$ cat config.mk
export PLATFORM = sky130hd
export DESIGN_NAME = fifo_sync_ctrl
export DESIGN_NICKNAME = d
export VERILOG_FILES = /design/src/rtl/fifo_sync_ctrl.sv
export SDC_FILE = /design/constraint.sdc
export NUM_CORES = 1
export LEC_CHECK = 0
export ABC_AREA = 1
export CORE_MARGIN = 4
export CORE_UTILIZATION = 55
export CTS_BUF_LIST = sky130_fd_sc_hd__clkbuf_8 sky130_fd_sc_hd__clkbuf_16
export CTS_CLUSTER_DIAMETER = 80
export DETAILED_ROUTE_END_ITERATION = 10
export PLACE_DENSITY = 0.87
export SKIP_CTS_REPAIR_TIMING = 1
export SLEW_MARGIN = 0
export SYNTH_ARGS = -nofsm -noshare
export SYNTH_HDL_FRONTEND = slang
export SYNTH_SLANG_ARGS = --single-unit
$ cat constraint.sdc
create_clock -name clk -period 5.92 [get_ports clk]
set_input_delay 0.888 -clock clk [delete_from_list [all_inputs] [get_ports clk]]
set_output_delay 0.888 -clock clk [all_outputs]
set_load 0.05 [all_outputs]
$ cat src/rtl/fifo_sync_ctrl.sv
// Synchronous single-clock FIFO with arbitrary depth, occupancy count, almost-full/empty
// thresholds and synchronous flush. Define FIFO_ERR_FLAGS_EN for sticky overflow/underflow flags.
module fifo_sync_ctrl #(
  parameter int WIDTH    = 64,
  parameter int DEPTH    = 4,
  parameter int AF_LEVEL = DEPTH - 1,
  parameter int AE_LEVEL = 1
) (
  input  logic                         clk,
  input  logic                         rst_n,
  input  logic                         flush,
  input  logic                         w_valid,
  input  logic [WIDTH-1:0]             data_in,
  input  logic                         r_ready,
  output logic [WIDTH-1:0]             data_out,
  output logic                         fifo_full,
  output logic                         fifo_empty,
  output logic                         almost_full,
  output logic                         almost_empty,
  output logic [$clog2(DEPTH+1)-1:0]   count
`ifdef FIFO_ERR_FLAGS_EN
  ,
  input  logic                         err_clr,
  output logic                         overflow,
  output logic                         underflow
`endif
);

  localparam int CW = $clog2(DEPTH + 1);
  localparam int PW = (DEPTH > 1) ? $clog2(DEPTH) : 1;

  localparam logic [PW-1:0] PTR_LAST = PW'(DEPTH - 1);
  localparam logic [PW-1:0] PTR_ONE  = PW'(1);
  localparam logic [CW-1:0] CNT_ONE  = CW'(1);
  localparam logic [CW-1:0] CNT_FULL = CW'(DEPTH);
  localparam logic [CW-1:0] CNT_AF   = CW'(AF_LEVEL);
  localparam logic [CW-1:0] CNT_AE   = CW'(AE_LEVEL);

  if (WIDTH < 1) begin : g_bad_width
    $error("fifo_sync_ctrl: WIDTH must be >= 1");
  end
  if (DEPTH < 2) begin : g_bad_depth
    $error("fifo_sync_ctrl: DEPTH must be >= 2");
  end
  if (AF_LEVEL < 1 || AF_LEVEL > DEPTH) begin : g_bad_af
    $error("fifo_sync_ctrl: AF_LEVEL must be in 1..DEPTH");
  end
  if (AE_LEVEL < 0 || AE_LEVEL > DEPTH - 1) begin : g_bad_ae
    $error("fifo_sync_ctrl: AE_LEVEL must be in 0..DEPTH-1");
  end

  logic [WIDTH-1:0] mem [DEPTH];
  logic [PW-1:0]    wr_ptr;
  logic [PW-1:0]    rd_ptr;
  logic             push;
  logic             pop;

  // Explicit wrap so non-power-of-two depths never index past the last entry.
  function automatic logic [PW-1:0] ptr_inc(input logic [PW-1:0] p);
    return (p == PTR_LAST) ? '0 : p + PTR_ONE;
  endfunction

  always_comb begin
    fifo_full    = (count == CNT_FULL);
    fifo_empty   = (count == '0);
    almost_full  = (count >= CNT_AF);
    almost_empty = (count <= CNT_AE);
    push         = w_valid & ~fifo_full;
    pop          = r_ready & ~fifo_empty;
    data_out     = fifo_empty ? '0 : mem[rd_ptr];
  end

  always_ff @(posedge clk or negedge rst_n) begin
    if (!rst_n) begin
      wr_ptr <= '0;
      rd_ptr <= '0;
      count  <= '0;
    end else if (flush) begin
      wr_ptr <= '0;
      rd_ptr <= '0;
      count  <= '0;
    end else begin
      if (push) wr_ptr <= ptr_inc(wr_ptr);
      if (pop)  rd_ptr <= ptr_inc(rd_ptr);
      case ({push, pop})
        2'b10:   count <= count + CNT_ONE;
        2'b01:   count <= count - CNT_ONE;
        default: count <= count;
      endcase
    end
  end

  // Storage is deliberately left unreset; a flush discards the write in flight.
  always_ff @(posedge clk) begin
    if (push && !flush) mem[wr_ptr] <= data_in;
  end

`ifdef FIFO_ERR_FLAGS_EN
  always_ff @(posedge clk or negedge rst_n) begin
    if (!rst_n) begin
      overflow  <= 1'b0;
      underflow <= 1'b0;
    end else if (flush) begin
      overflow  <= 1'b0;
      underflow <= 1'b0;
    end else begin
      if (w_valid && fifo_full) overflow <= 1'b1;
      else if (err_clr)         overflow <= 1'b0;
      if (r_ready && fifo_empty) underflow <= 1'b1;
      else if (err_clr)          underflow <= 1'b0;
    end
  end
`endif

endmodule

* Yosys cells after proc, flatten, opt, wreduce, memory -nomap -nowiden
Memories as Yosys holds them, arrays and structs flattened.
Cells that the tools add are included.
** Operators by class
- Add/sub/neg operators :: 4
- Bitwise operators :: 4
- Mux-type cells :: 11
- $lt $le $gt $ge :: 2
- Reductions and logical operators :: 6
- Equality and inequality tests :: 5
** Operators by type and width (number)
- 2-to-1 mux 64 bit :: 1
- 2-to-1 mux 2 bit :: 6
- equality test 2 bit, second input constant :: 3
- one-hot mux 3 bit (2 select lines) :: 1
- adder 2 x 1 -> 2 bit, second input constant :: 2
- nonzero test 2 bit :: 2
- adder 3 x 1 -> 3 bit, second input constant :: 1
- equality test 3 bit, second input constant :: 1
- >= comparator 3 x 2 -> 1 bit, second input constant :: 1
- less-or-equal comparator 3 x 1 -> 1 bit, second input constant :: 1
- zero test 3 bit :: 1
- 2-to-1 mux 3 bit :: 1
- nonzero test 3 bit :: 1
- subtractor 3 x 1 -> 3 bit, second input constant :: 1
- bitwise AND 1 bit :: 2
- equality test 2 x 1 -> 1 bit, second input constant :: 1
- 2-to-1 mux 1 bit :: 2
- NOT 1 bit :: 2
- logical AND 1 bit :: 1
- zero test 1 bit :: 1
** Storage, ports and cells
- Bits of input ports :: 69
- Register bits after elaboration :: 7
- Memory bits (writable) :: 256
- Word-level logic and storage cells :: 36
- Memories kept :: 1
** Memories
- mem :: words 4, bits a word 64, rd ports 1, clocked after Yosys merged registers in 0, wr ports 1, line 52 : logic [WIDTH-1:0] mem [DEPTH];

* Depth between registers and ports, before layout
- Depth in word-level cells :: 6
- Depth in mapped cells :: 10
- Depth with buffers taken out :: 10

* Worst setup path after synthesis
No wires, ideal clock.
- Kind :: register -> register
- Start point :: reg count[0]
- End point :: mem mem[0][0] (enable)
- Required time :: 5434 ps
- Arrival :: 4179 ps
- Buffers on the path :: 0
- Period minus slack after synthesis :: 4665 ps
- Setup slack :: 1255 ps
- Stages on the path, launching flop included :: 8
- Setup time :: 486 ps
- Path through :: dfrtp_1 > inv_1 > ha_1 > nand2_1 > nand2_1 > inv_1 > nand2_1 > nor2_1
** On the way
- Word-level cells in the longest chain between the ends :: 6
** Ends and longest elaborated chain
- start, declared :: line 20 : output logic [$clog2(DEPTH+1)-1:0] count
- start signal, assigned :: line 86 : 2'b10: count <= count + CNT_ONE;
- start signal, assigned :: line 87 : 2'b01: count <= count - CNT_ONE;
- start signal, assigned :: line 88 : default: count <= count;
- equality test 3 bit :: line 64 : fifo_full = (count == CNT_FULL);
- NOT 1 bit :: line 68 : push = w_valid & ~fifo_full;
- bitwise AND 1 bit :: line 68
- logical AND 1 bit :: line 95 : if (push && !flush) mem[wr_ptr] <= data_in;
- 2-to-1 mux 1 bit :: line 95
- 2-to-1 mux 1 bit (implied by the code) :: line 95
- end, declared :: line 52
No other way between the ends.

* Worst setup path in the final report
- Start point :: reg rd_ptr[0]
- End point :: out data_out[34]
** On the way
- Word-level cells in the longest chain between the ends :: 2
** Ends and longest elaborated chain
- start, declared :: line 54 : logic [PW-1:0] rd_ptr;
- start signal, assigned :: line 84 : if (pop) rd_ptr <= ptr_inc(rd_ptr);
- memory (4 x 64 bit)
- 2-to-1 mux 64 bit :: line 70 : data_out = fifo_empty ? '0 : mem[rd_ptr];
- end, declared :: line 15 : output logic [WIDTH-1:0] data_out,
No other way between the ends.

==> reports/metrics.cfg <==
[grt]
antenna_found_initial = 1
grt_use_total = 0.209
grt_max_degree = 75
grt_pass1_wl_um = 35400
grt_pass1_vias = 6781
grt_overflow = 0

[clock_tree]
numCtsBuffers = 25
cts_buffer_depth = 3
h-tree-depth = 1
path_clk_slew_ns = 0.06
clock_latency_ns = 0.50
cts-root-buf = clkbuf_16
cts.sinks = 263
cts_tree = built

[timing]
fin_hold_ws_ns = 0.658
fin_skew_ns = 0.00520
post-route-min-period_ns = 4.68
worst_pin_slew_ns = 0.963
setup_tns_ns = 0
setup_viol = 0
max_slew_margin = 0.357
timing.final.crit_share = 0.790
hold_viol = 0
slew_violations = 0
rsz0062_at_grt = no
max_freq_ghz = 0.214

[critical_path]
crit_type = flip-flop to primary output
cp_data_arrival_time_ns = 3.79
cp.required_ns = 5.03
startpoint_type = flip-flop
end_kind = primary output
reg2reg_slack_ns = 3.07
worstPathMaxFanout = 74

[detailed_routing]
routed_via_density = 5.54
routed_wl_um = 22600
drt_iter0_markers = 608
drtPass1Iterations = 5
ant_nets = 0
vias = 6730
drc_errors = 0
routedWlPerCell_um = 18.6

[place]
place_congestion = 0.779
portBuffers = 139
dp.final_hpwl_um = 12900

[synth]
synth_top_area_cell = edfxtp_1
ys_types = 22
ys_seq_elements = 263
yosysMostFrequentCell = nor2_1
netlist_top_cells_area = edfxtp_1 (74%), nor2_1 (9.5%), o21ai_0 (6.4%)
synth_area_mm2 = 0.0104
synth_edf_count = 256
synth_fp_nets = 912
syn_inst = 833
async_flop_share = 0.0266
ys.flop_type = edfxtp_1
seq_area_frac_synth = 0.754
postSynthAreaPerCell_um2 = 12.5
synth_warnings = 0
netlist.area_leader.share = 0.737
synthTopCellsByCount = nor2_1 (263), edfxtp_1 (256), o21ai_0 (133), a21oi_1 (66), nand2_1 (19)

[pwr]
ir_drop_mv = 0.363
p_leak_nw = 4.37
power_density_mw_per_mm2 = 508

[floorplanning]
coreArea_mm2 = 0.0187
fp.dieH_um = 146
ios = 140
die_x_um = 146
initial_utilization = 0.558
die_area_mm2 = 0.0212
num_rows = 50

[cells_and_area]
seq_area_mm2 = 0.00787
nFillCells = 1236
drive_gt1_frac = 0.0541
layout.nets = 1040
areaGrowthSynthToFinish_pct = 22.4
multi_input_area_mm2 = 0.00228
postLayoutCoreUtil = 0.682

[outcome]
outcome = completed

[flow_run]
cap_violations = 0

[hold_path]
hp-class = flip-flop to flip-flop

final timing paths:
check,startpoint,to,cells past startpoint
max in group asynchronous,rst_n,rd_ptr[0]$_DFFE_PN0P_,1
worst max register to register,count[0]$_DFFE_PN0P_,mem[0][21]$_DFFE_PP_,8
min in group asynchronous,rst_n,wr_ptr[0]$_DFFE_PN0P_,1
worst min register to register,wr_ptr[1]$_DFFE_PN0P_,wr_ptr[1]$_DFFE_PN0P_,2
worst max-delay path,rd_ptr[0]$_DFFE_PN0P_,data_out[34],5
worst min-delay path,wr_ptr[1]$_DFFE_PN0P_,wr_ptr[1]$_DFFE_PN0P_,2
cell type report:
cell class | instances | area share
antenna | 1 | 0.000196
clock buffer | 25 | 0.0490
clock inverter | 20 | 0.0108
inverter | 19 | 0.00569
multi-input combinational | 502 | 0.178
sequential | 263 | 0.617
tap | 234 | 0.0229
timing repair buffer | 150 | 0.116
registers in the layout, indices dropped and copies added (netlist names):
name / count
mem: 256
wr_ptr: 2
rd_ptr: 2
count: 3
cell families (layout without fill, tap and decap cells):
kind of cell,after synthesis,in the layout,share of synthesized area
simple gates,290,290,0.106
flops,263,263,0.754
compound gates,202,202,0.0974
buf+inv,68,214,0.0307
fa+ha+maj,10,10,0.0120
other cells,0,1,0
through the flow:
stage               total power [W]  setup slack, ns  instances  area, um^2
global route                0.00677            0.986       1214       12800
finish                      0.00648             1.24       1214       12800
global placement            0.00499             1.89       1168       12000
floorplan                   0.00416             1.25        833       10400
detailed placement          0.00503             1.77       1168       12000
CTS                         0.00652             1.20       1213       12800
placed cells by master (no fill, tap or decap), drive strengths merged:
cell,n
edfxtp,256
diode,1
buf,11
bufinv,2
inv,26
o21ai,134
nand3,6
nor3,1
clkinv,11
dfrtp,7
nand2,19
clkdlybuf4s50,139
clkbuf,25
a21oi,67
nand4,1
nor2,263
o22ai,1
ha,10
critical path, stage by stage, from the launching register on:
cell	delay, ns
dfrtp_4	0.94
clkinv_2	0.68
buf_4	0.47
o21ai_0	0.28
a21oi_1	0.11
clkdlybuf4s50_1	0.75
power breakdown:
part	switching [W]	internal [W]	leakage (nW)	total [W]
registers	0.000102	0.00216	2.41	0.00227
logic	0.00193	0.000805	1.56	0.00273
clock network	0.000634	0.000851	0.404	0.00149
total	0.00266	0.00382	4.37	0.00648
per-layer routing:
metal  global-route usage  wire length (um)  vias up
met5                    0                 0        -
met4               0.0608               356        0
met3               0.0417              1640       35
met2                0.377             11900      242
met1                0.256              8690     3245
li1                     -                 -     3208
Note: power is estimated with default switching activity, not from simulation.
